## config.mk

```make
export PLATFORM = sky130hd
export DESIGN_NAME = vga_timing_gen
export DESIGN_NICKNAME = d
export VERILOG_FILES = /design/src/rtl/vga_timing_gen.sv
export SDC_FILE = /design/constraint.sdc
export NUM_CORES = 1
export LEC_CHECK = 0
export ABC_AREA = 1
export BUFFER_PORTS_ARGS = -buffer_cell sky130_fd_sc_hd__clkbuf_2
export CAP_MARGIN = 20
export CORE_MARGIN = 8
export CORE_UTILIZATION = 55
export CTS_BUF_LIST = sky130_fd_sc_hd__clkbuf_4 sky130_fd_sc_hd__clkbuf_8
export DETAILED_ROUTE_END_ITERATION = 16
export PLACE_DENSITY_LB_ADDON = 0.3
export SLEW_MARGIN = 20
export SYNTH_ARGS = -nofsm -noshare
export SYNTH_HDL_FRONTEND = slang
export SYNTH_SLANG_ARGS = --single-unit
```

## constraint.sdc

```tcl
create_clock -name clk -period 3.8 [get_ports clk]
set_input_delay 0.76 -clock clk [delete_from_list [all_inputs] [get_ports clk]]
set_output_delay 0.76 -clock clk [all_outputs]
set_load 0.1 [all_outputs]
```

## src/rtl/vga_timing_gen.sv

```systemverilog
// ---------------------------------------------------------------------------
// vga_timing_gen
// Raster timing generator. A horizontal/vertical counter pair walks the
// frame on every pixel clock-enable. The decode of each (h,v) position is
// registered into stage 0 and then shifted through DELAY more stages, so the
// outputs can be lined up with downstream pixel-data latency.
// Line layout: active, front porch, sync, back porch. The counter origin is
// the first visible pixel.
//
// Ports
//   clk           system clock
//   rst           synchronous reset, active-high; overrides everything
//   pix_ce_i      pixel clock enable; counters and outputs advance only on it
//   restart_i     synchronous frame restart (genlock); counters go to (0,0)
//   pix_x_o       horizontal coordinate, 0 when blanked
//   pix_y_o       vertical coordinate, 0 when blanked
//   h_sync_o      horizontal sync, HS_POL level when asserted
//   v_sync_o      vertical sync, VS_POL level when asserted
//   draw_active_o 1 inside the visible region
//   line_start_o  one-pixel strobe at h=0 of every line
//   frame_start_o one-pixel strobe at (0,0)
//   draw_end_o    one-pixel strobe at the last visible pixel
//   screen_end_o  one-pixel strobe at the last pixel of the frame
// ---------------------------------------------------------------------------
module vga_timing_gen #(
   parameter int H_ACTIVE = 640,
   parameter int H_FP     = 16,
   parameter int H_SYNC   = 96,
   parameter int H_BP     = 48,
   parameter int V_ACTIVE = 480,
   parameter int V_FP     = 10,
   parameter int V_SYNC   = 2,
   parameter int V_BP     = 33,
   parameter int HS_POL   = 0,
   parameter int VS_POL   = 0,
   parameter int X_W      = 10,
   parameter int Y_W      = 10,
   parameter int DELAY    = 0
) (
   input  logic           clk,
   input  logic           rst,
   input  logic           pix_ce_i,
   input  logic           restart_i,
   output logic [X_W-1:0] pix_x_o,
   output logic [Y_W-1:0] pix_y_o,
   output logic           h_sync_o,
   output logic           v_sync_o,
   output logic           draw_active_o,
   output logic           line_start_o,
   output logic           frame_start_o,
   output logic           draw_end_o,
   output logic           screen_end_o
);

   localparam int H_TOTAL = H_ACTIVE + H_FP + H_SYNC + H_BP;
   localparam int V_TOTAL = V_ACTIVE + V_FP + V_SYNC + V_BP;

   localparam logic [X_W-1:0] H_LAST = X_W'(H_TOTAL - 1);
   localparam logic [Y_W-1:0] V_LAST = Y_W'(V_TOTAL - 1);

   // Idle (deasserted) sync levels; the asserted level is the complement.
   localparam logic HS_IDLE = (HS_POL == 0) ? 1'b1 : 1'b0;
   localparam logic VS_IDLE = (VS_POL == 0) ? 1'b1 : 1'b0;

   if ((2 ** X_W) < H_TOTAL) begin : g_err_x_w
      $error("vga_timing_gen: X_W too narrow for H_TOTAL");
   end
   if ((2 ** Y_W) < V_TOTAL) begin : g_err_y_w
      $error("vga_timing_gen: Y_W too narrow for V_TOTAL");
   end
   if ((DELAY < 0) || (DELAY > 7)) begin : g_err_delay
      $error("vga_timing_gen: DELAY must be 0..7");
   end

   // Sync levels are stored already polarised, so every output is a plain
   // register bit with no logic behind it.
   typedef struct packed {
      logic [X_W-1:0] x;
      logic [Y_W-1:0] y;
      logic           hs;
      logic           vs;
      logic           act;
      logic           ls;
      logic           fs;
      logic           de;
      logic           se;
   } stage_t;

   localparam stage_t STAGE_RST = '{
      x: '0, y: '0, hs: HS_IDLE, vs: VS_IDLE,
      act: 1'b0, ls: 1'b0, fs: 1'b0, de: 1'b0, se: 1'b0
   };

   logic [X_W-1:0] h_q, h_d;
   logic [Y_W-1:0] v_q, v_d;
   logic [31:0]    h_ext_s;
   logic [31:0]    v_ext_s;
   logic           act_s;
   stage_t         stage_d;
   stage_t         pipe_q [DELAY+1];

   // Counter next state: restart beats pix_ce, wrap at the frame totals.
   always_comb begin
      h_d = h_q;
      v_d = v_q;
      if (restart_i) begin
         h_d = '0;
         v_d = '0;
      end else if (pix_ce_i) begin
         if (h_q == H_LAST) begin
            h_d = '0;
            if (v_q == V_LAST) begin
               v_d = '0;
            end else begin
               v_d = v_q + Y_W'(1);
            end
         end else begin
            h_d = h_q + X_W'(1);
            v_d = v_q;
         end
      end else begin
         h_d = h_q;
         v_d = v_q;
      end
   end

   // Decode of the current counter position into the stage-0 word.
   always_comb begin
      h_ext_s    = 32'(h_q);
      v_ext_s    = 32'(v_q);
      act_s      = (h_ext_s < H_ACTIVE) && (v_ext_s < V_ACTIVE);
      stage_d    = STAGE_RST;
      stage_d.x  = act_s ? h_q : '0;
      stage_d.y  = act_s ? v_q : '0;
      stage_d.hs = ((h_ext_s >= H_ACTIVE + H_FP) &&
                    (h_ext_s <  H_ACTIVE + H_FP + H_SYNC)) ? ~HS_IDLE : HS_IDLE;
      stage_d.vs = ((v_ext_s >= V_ACTIVE + V_FP) &&
                    (v_ext_s <  V_ACTIVE + V_FP + V_SYNC)) ? ~VS_IDLE : VS_IDLE;
      stage_d.act = act_s;
      stage_d.ls  = (h_ext_s == 32'd0);
      stage_d.fs  = (h_ext_s == 32'd0) && (v_ext_s == 32'd0);
      stage_d.de  = (h_ext_s == H_ACTIVE - 1) && (v_ext_s == V_ACTIVE - 1);
      stage_d.se  = (h_ext_s == H_TOTAL - 1) && (v_ext_s == V_TOTAL - 1);
   end

   // Position counters.
   always_ff @(posedge clk) begin
      if (rst) begin
         h_q <= '0;
         v_q <= '0;
      end else begin
         h_q <= h_d;
         v_q <= v_d;
      end
   end

   // Output pipeline; restart leaves in-flight words untouched.
   always_ff @(posedge clk) begin
      if (rst) begin
         for (int i = 0; i <= DELAY; i++) begin
            pipe_q[i] <= STAGE_RST;
         end
      end else if (pix_ce_i) begin
         pipe_q[0] <= stage_d;
         for (int i = 1; i <= DELAY; i++) begin
            pipe_q[i] <= pipe_q[i-1];
         end
      end
   end

   assign pix_x_o       = pipe_q[DELAY].x;
   assign pix_y_o       = pipe_q[DELAY].y;
   assign h_sync_o      = pipe_q[DELAY].hs;
   assign v_sync_o      = pipe_q[DELAY].vs;
   assign draw_active_o = pipe_q[DELAY].act;
   assign line_start_o  = pipe_q[DELAY].ls;
   assign frame_start_o = pipe_q[DELAY].fs;
   assign draw_end_o    = pipe_q[DELAY].de;
   assign screen_end_o  = pipe_q[DELAY].se;

endmodule

```

==> impl_metrics.py, run 1 <==
metrics = {
    "outcome": {
        "outcome": "complete, no violations",
    },
    "sta": {
        "post-route-period-util": 0.494,
        "tightest_slew_ns": 0.656,
        "slew_viol_final": 0,
        "hold_viol_final": 0,
        "finalSetupTns_ns": 0,
        "post-route-min-period_ns": 1.88,
        "max_clock_freq_mhz": 533,
        "slew_headroom": 0.562,
        "finalSetupViolCount": 0,
        "rsz0062_at_grt": "no",
        "finalClockSkew_ns": 0.00392,
    },
    "setup_path": {
        "critical_path_class": "reg -> out",
        "path_cells": "clkbuf_2",
        "cpMaxStageDelayCell": "clkbuf_2",
        "cp_top_family": "buffers and inverters",
        "worst_setup_path_start_kind": "flop",
        "slowest_delay_ns": 0.46,
        "worstPathArrival_ns": 1.12,
        "worst-path-buf-inv": 1,
        "end_kind": "output port",
        "required_ns": 3.04,
        "worst-path-max-fanout": 1,
    },
    "die": {
        "rows": 23,
        "io_pins": 31,
        "dieArea_um2": 6360,
        "fp.coreArea_um2": 3940,
        "fp.dieW_um": 79.7,
        "initial_utilization": 0.566,
        "die_y_um": 79.7,
    },
    "synthesis": {
        "seq_area_frac_synth": 0.542,
        "synthesis.nets": 275,
        "synthCells": 267,
        "yosysUniqueCellTypes": 26,
        "ys_ff_latch": 47,
        "syn_area_per_cell_um2": 8.36,
        "syn_area_um2": 2230,
        "ys.warnings.count": 0,
    },
    "drt": {
        "first_iter_violations": 172,
        "postRouteAntennaNets": 0,
        "finalWirelength_um": 4520,
        "drc": 0,
        "dr.pass1.iters": 4,
        "avgViaCountPerCell": 5.21,
        "wl_per_cell_um": 12.9,
        "num_vias": 1822,
    },
    "power_and_ir_drop": {
        "cellLeakagePower_nw": 1.04,
        "ir_drop_uv": 199,
        "powerDensity_nw_per_um2": 448,
    },
    "clocking": {
        "postCtsSetupRepairBufs": 0,
        "cts_tree": "built",
        "clock-sinks": 47,
        "clk_pin_slew_ns": 0.08,
        "cts_root_buffer": "clkbuf_8",
        "hold_buffers": 0,
        "cts_resized": 0,
        "htreeDepth": 2,
        "clk_latency_ns": 0.30,
        "cts_max_path_buffers": 2,
        "numCtsBuffers": 5,
    },
    "grt": {
        "grt_first_pass_wirelength_um": 7820,
        "grt_pass1_vias": 1745,
        "grt_overflow": 0,
        "grt_start_max_net_pins": 28,
        "globalRouteTotalUtil": 0.154,
        "antenna_found_initial": 0,
    },
    "cells_and_area": {
        "fin_nets": 307,
        "diodes": 0,
        "syn_to_final_growth_pct": 14.2,
        "final_cells": 350,
        "drive_above_1_share": 0.167,
    },
    "place": {
        "dp_hpwl_um": 3350,
        "gp_congestion": 0.912,
        "place_inst": 342,
        "port_buffers": 30,
    },
    "worst_hold_path": {
        "hp-class": "reg -> reg",
    },
    "job": {
        "cap_violations": 0,
    },
}
## cell families (layout without fill, tap and decap cells)
family | after synthesis | after routing | share of synthesized area
buf+inv | 44 | 77 | 0.0807
other cells | 1 | 1 | 0.00168
fa+ha+maj | 4 | 4 | 0.0224
xor+xnor | 1 | 1 | 0.00392
simple gates | 153 | 153 | 0.302
flops | 47 | 47 | 0.542
compound gates | 17 | 17 | 0.0471
## layout by cell type (no fill, tap or decap), drive strengths merged
cell / synthesis / layout
o2111ai: 1 / 1
a31oi: 1 / 1
nand3: 14 / 14
nor4: 1 / 1
a21oi: 9 / 9
nor3: 13 / 13
o21ai: 5 / 5
nand2: 55 / 55
inv: 39 / 39
nand3b: 1 / 1
edfxtp: 27 / 27
nor2: 59 / 59
dfxtp: 20 / 20
ha: 4 / 4
bufinv: 0 / 2
clkbuf: 0 / 36
xor2: 1 / 1
o22ai: 1 / 1
nand4: 10 / 10
conb: 1 / 1
## report_power, final
group / switching [mW] / internal [mW]
Sequential: 0.00461 / 0.553
Clock: 0.159 / 0.270
Combinational: 0.142 / 0.0158
Total: 0.306 / 0.838
## through the flow
stage / power [mW] / hold slack, ns / setup slack (ns) / area, um2 / util
2_1_floorplan: 0.707 / 0.484 / 1.88 / 2230 / -
3_3_place_gp: 0.727 / 0.501 / 1.58 / 2410 / 0.612
3_5_place_dp: 0.728 / 0.510 / 1.51 / 2410 / 0.612
4_1_cts: 1.15 / 0.523 / 1.84 / 2550 / 0.646
5_1_grt: 1.18 / 0.562 / 1.83 / 2550 / 0.647
6_report: 1.14 / 0.523 / 1.92 / 2550 / 0.647
## synth_stat cells
cell type | count | share of area
nor2_4 | 2 | 0.010
inv_1 | 39 | 0.066
nor3_1 | 13 | 0.029
edfxtp_1 | 27 | 0.36
nand4_1 | 10 | 0.028
o21ai_1 | 1 | 0.0022
dfxtp_1 | 20 | 0.18
o2111ai_1 | 1 | 0.0039
nand2_2 | 4 | 0.011
nand3b_1 | 1 | 0.0034
buf_2 | 3 | 0.0067
a21oi_1 | 7 | 0.016
nand2_1 | 51 | 0.086
o22ai_2 | 1 | 0.0056
a31oi_1 | 1 | 0.0028
buf_6 | 1 | 0.0050
nor2_1 | 57 | 0.096
o21ai_0 | 4 | 0.0090
nor4_1 | 1 | 0.0028
ha_1 | 4 | 0.022
nand3_1 | 12 | 0.027
xor2_1 | 1 | 0.0039
a21oi_2 | 2 | 0.0078
nand3_2 | 2 | 0.0090
buf_4 | 1 | 0.0034
conb_1 | 1 | 0.0017
## state kept, by name (all words and copies together) (netlist names)
register / flops
h_q: 10
pipe_q: 27
v_q: 10
## final timing paths
check / start / end / slack (ns) / cells past startpoint
setup / recovery: pipe_q[0][0] / screen_end_o / 1.92 / 1
hold / removal: v_q[3] / v_q[3] / 0.52 / 2
setup reg to reg: h_q[1] / v_q[1] / 2.02 / 8
hold reg to reg: v_q[3] / v_q[3] / 0.52 / 2
## metal layers
metal	up-vias	wire (um)	global-route usage
met3	6	340	0.0417
li1	930	-	-
met4	0	72	0.0704
met1	820	2100	0.192
met5	-	0	0
met2	66	2010	0.240
## layout make-up
cell class / count / area (um2)
fill: 325 / 1390
sequential: 47 / 1210
multi-input combinational: 176 / 845
timing repair buffer: 30 / 150
inverter: 39 / 146
clock buffer: 6 / 76.3
tap: 50 / 62.6
clock inverter: 2 / 60.1
Power figures use the tool's default switching activity.
==> run 2: changes to the inputs <==
--- a/config.mk
+++ b/config.mk
@@ -5,11 +5,11 @@
 export SDC_FILE = /design/constraint.sdc
 export NUM_CORES = 1
 export LEC_CHECK = 0
-export ABC_AREA = 1
+export ABC_AREA = 0
 export BUFFER_PORTS_ARGS = -buffer_cell sky130_fd_sc_hd__clkbuf_2
 export CAP_MARGIN = 20
 export CORE_MARGIN = 8
-export CORE_UTILIZATION = 55
+export CORE_UTILIZATION = 53
 export CTS_BUF_LIST = sky130_fd_sc_hd__clkbuf_4 sky130_fd_sc_hd__clkbuf_8
 export DETAILED_ROUTE_END_ITERATION = 16
 export PLACE_DENSITY_LB_ADDON = 0.3
==> constraint.sdc (replaced) <==
create_clock -name clk -period 1.6 [get_ports clk]
set_input_delay 0.32 -clock clk [delete_from_list [all_inputs] [get_ports clk]]
set_output_delay 0.32 -clock clk [all_outputs]
set_load 0.1 [all_outputs]
==> impl_metrics.py, run 2 <==
metrics = {
    "drt": {
        "wl_per_cell_um": 16.8,
        "dr.pass1.iters": 4,
        "postRouteAntennaNets": 0,
        "avgViaCountPerCell": 5.58,
        "drc": 0,
        "num_vias": 1703,
        "first_iter_violations": 167,
        "finalWirelength_um": 5130,
    },
    "setup_path": {
        "rr_worst_depth": 5,
        "path_cells": "nor4b_4, buf_4, nand4_2, or4_1, a21oi_2",
        "worst_setup_path_start_kind": "flop",
        "critical_path_class": "reg -> reg",
        "slowest_delay_ns": 0.45,
        "worstPathArrival_ns": 1.97,
        "reg2reg_to": "v_q[6]",
        "worst-path-max-fanout": 4,
        "end_kind": "flop",
        "cpMaxStageDelayCell": "or4_1",
        "cp_top_family": "simple AND/OR/NAND/NOR gates",
        "reg2reg_slack_ns": -0.12,
        "worst-path-buf-inv": 1,
        "setup.worst_path.start": "h_q[5]",
        "crit_cells": 5,
        "required_ns": 1.85,
        "reg2reg_from": "h_q[5]",
        "endpoint": "v_q[6]",
    },
    "sta": {
        "finalSetupTns_ns": -0.557,
        "hold_viol_final": 0,
        "hold_ws_ns": 0.343,
        "post-route-min-period_ns": 1.72,
        "slew_viol_final": 0,
        "fin_ws_ns": -0.123,
        "max_clock_freq_mhz": 581,
        "tightest_slew_ns": 0.622,
        "finalSetupViolCount": 7,
        "finalClockSkew_ns": 0.0124,
        "rsz0062_at_grt": "yes",
        "post-route-period-util": 1.08,
        "slew_headroom": 0.586,
    },
    "clocking": {
        "clock-sinks": 47,
        "cts_tree": "built",
        "cts_max_path_buffers": 2,
        "hold_buffers": 0,
        "clk_latency_ns": 0.31,
        "htreeDepth": 2,
        "numCtsBuffers": 5,
        "cts_root_buffer": "clkbuf_8",
        "clk_pin_slew_ns": 0.09,
    },
    "synthesis": {
        "synthCells": 193,
        "synthTopCellsByCount": "edfxtp_1, and2_1, dfxtp_1",
        "ys_ff_latch": 47,
        "syn_area_per_cell_um2": 10.9,
        "syn_area_um2": 2110,
        "synthArstFlopShare": 0,
        "yosys-top-cells-area": "edfxtp_1, dfxtp_1, and2_1",
        "synth_top_area_cell": "edfxtp_1",
        "synth-edff-count": 27,
        "synth_flop_cell": "edfxtp_1",
        "yosysMostFrequentCell": "edfxtp_1",
        "synth_top_area_share": 0.385,
        "ys.warnings.count": 0,
        "seq_area_frac_synth": 0.575,
        "yosysUniqueCellTypes": 36,
        "synthesis.nets": 201,
    },
    "place": {
        "postPlaceCellArea_um2": 2490,
        "gp_congestion": 0.882,
        "port_buffers": 30,
        "dp_hpwl_um": 3330,
    },
    "grt": {
        "grt_pass1_vias": 1604,
        "grt_overflow": 0,
        "antenna_found_initial": 0,
        "globalRouteTotalUtil": 0.158,
        "grt_start_max_net_pins": 28,
        "grt_first_pass_wirelength_um": 7760,
    },
    "outcome": {
        "violations": "setup timing",
        "outcome": "complete, but fails checks",
    },
    "die": {
        "rows": 23,
        "dieArea_um2": 6250,
        "fp.coreArea_um2": 3910,
        "initial_utilization": 0.538,
        "fp.dieW_um": 79.0,
        "io_pins": 31,
        "die_y_um": 79.0,
    },
    "cells_and_area": {
        "final_common_cell": "clkbuf_2",
        "largest_register": "pipe_q",
        "final_util": 0.705,
        "syn_to_final_growth_pct": 31.0,
        "final_cell_mix": "clkbuf_2, buf_4, edfxtp_1",
        "reg.largest.list": "pipe_q x27, h_q x10, v_q x10",
        "multiInputGateArea_um2": 951,
        "fin_nets": 262,
        "diodes": 0,
        "postLayoutCellArea_um2": 2760,
        "regArea_um2": 1220,
        "drive_above_1_share": 0.384,
        "fillerInstances": 294,
        "largest_reg_flops": 27,
    },
    "power_and_ir_drop": {
        "ir_drop_uv": 453,
        "powerDensity_nw_per_um2": 938,
        "cellLeakagePower_nw": 1.08,
    },
    "worst_hold_path": {
        "hp-class": "in -> reg",
    },
    "job": {
        "cap_violations": 0,
    },
}
run 2: worst min path at each step:
stage | cells after the start | slack, ns | endpoint | from
after floorplan | 2 | 0.47 | v_q[1] | v_q[1]
after detailed placement | 2 | 0.53 | v_q[9] | v_q[9]
after global routing | 3 | 0.37 | v_q[1] | restart_i
after global placement | 2 | 0.52 | v_q[9] | v_q[9]
final | 3 | 0.34 | v_q[1] | restart_i
after CTS | 3 | 0.35 | v_q[1] | restart_i
run 2: routing by layer:
layer,global-route usage,wire length (um)
met1,0.195,2130
met4,0.0907,148
met5,0,0
met3,0.0497,458
met2,0.239,2390
run 2: repair_timing:
action / CTS / global route
pin swaps: 5 / 6
gates cloned: 1 / 1
endpoints found under the setup margin: 6 / 33
gates resized for setup: 5 / 24
hold endpoints to repair: 0 / 0
setup buffers: 3 / 1
run 2: logic make-up after synthesis:
| logic type | Yosys count | share of synthesized area |
|---|---|---|
| AO/OA/AOI/OAI | 23 | 0.0612 |
| AND/OR/NAND/NOR | 96 | 0.267 |
| other | 1 | 0.00178 |
| buffers and inverters | 13 | 0.0333 |
| adder cells (fa/ha/maj) | 4 | 0.0238 |
| flip-flops | 47 | 0.575 |
| XOR/XNOR | 9 | 0.0374 |
run 2: where the power goes:
| group | switching, mW | leakage [nW] | internal, mW |
|---|---|---|---|
| Clock | 0.386 | 0.0593 | 0.502 |
| Combinational | 0.328 | 0.565 | 0.0488 |
| Sequential | 0.0110 | 0.453 | 1.31 |
| Total | 0.726 | 1.08 | 1.86 |
run 2: tightest hold or removal path, delay by kind of cell:
| family | cells | cell delay (ns) |
|---|---|---|
| buffers and inverters | 1 | 0.08 |
| AND/OR/NAND/NOR | 1 | 0.16 |
| AO/OA/AOI/OAI | 1 | 0.05 |
run 2: area by class of cell:
type                            count  area share
Clock buffer                        7      0.0304
Clock inverter                      1      0.0109
Inverter                            5     0.00680
Multi-Input combinational cell    134       0.345
Sequential cell                    47       0.442
Tap cell                           50      0.0227
Timing Repair Buffer               61       0.143
run 2: metrics by stage:
stage          setup WS (ns)  cells  total power [mW]
2_1_floorplan        -0.0262    193              1.66
3_3_place_gp         -0.0212    291              1.72
3_5_place_dp         -0.0642    291              1.72
4_1_cts              -0.0157    303              2.59
5_1_grt               -0.180    305              2.66
6_report              -0.123    305              2.59
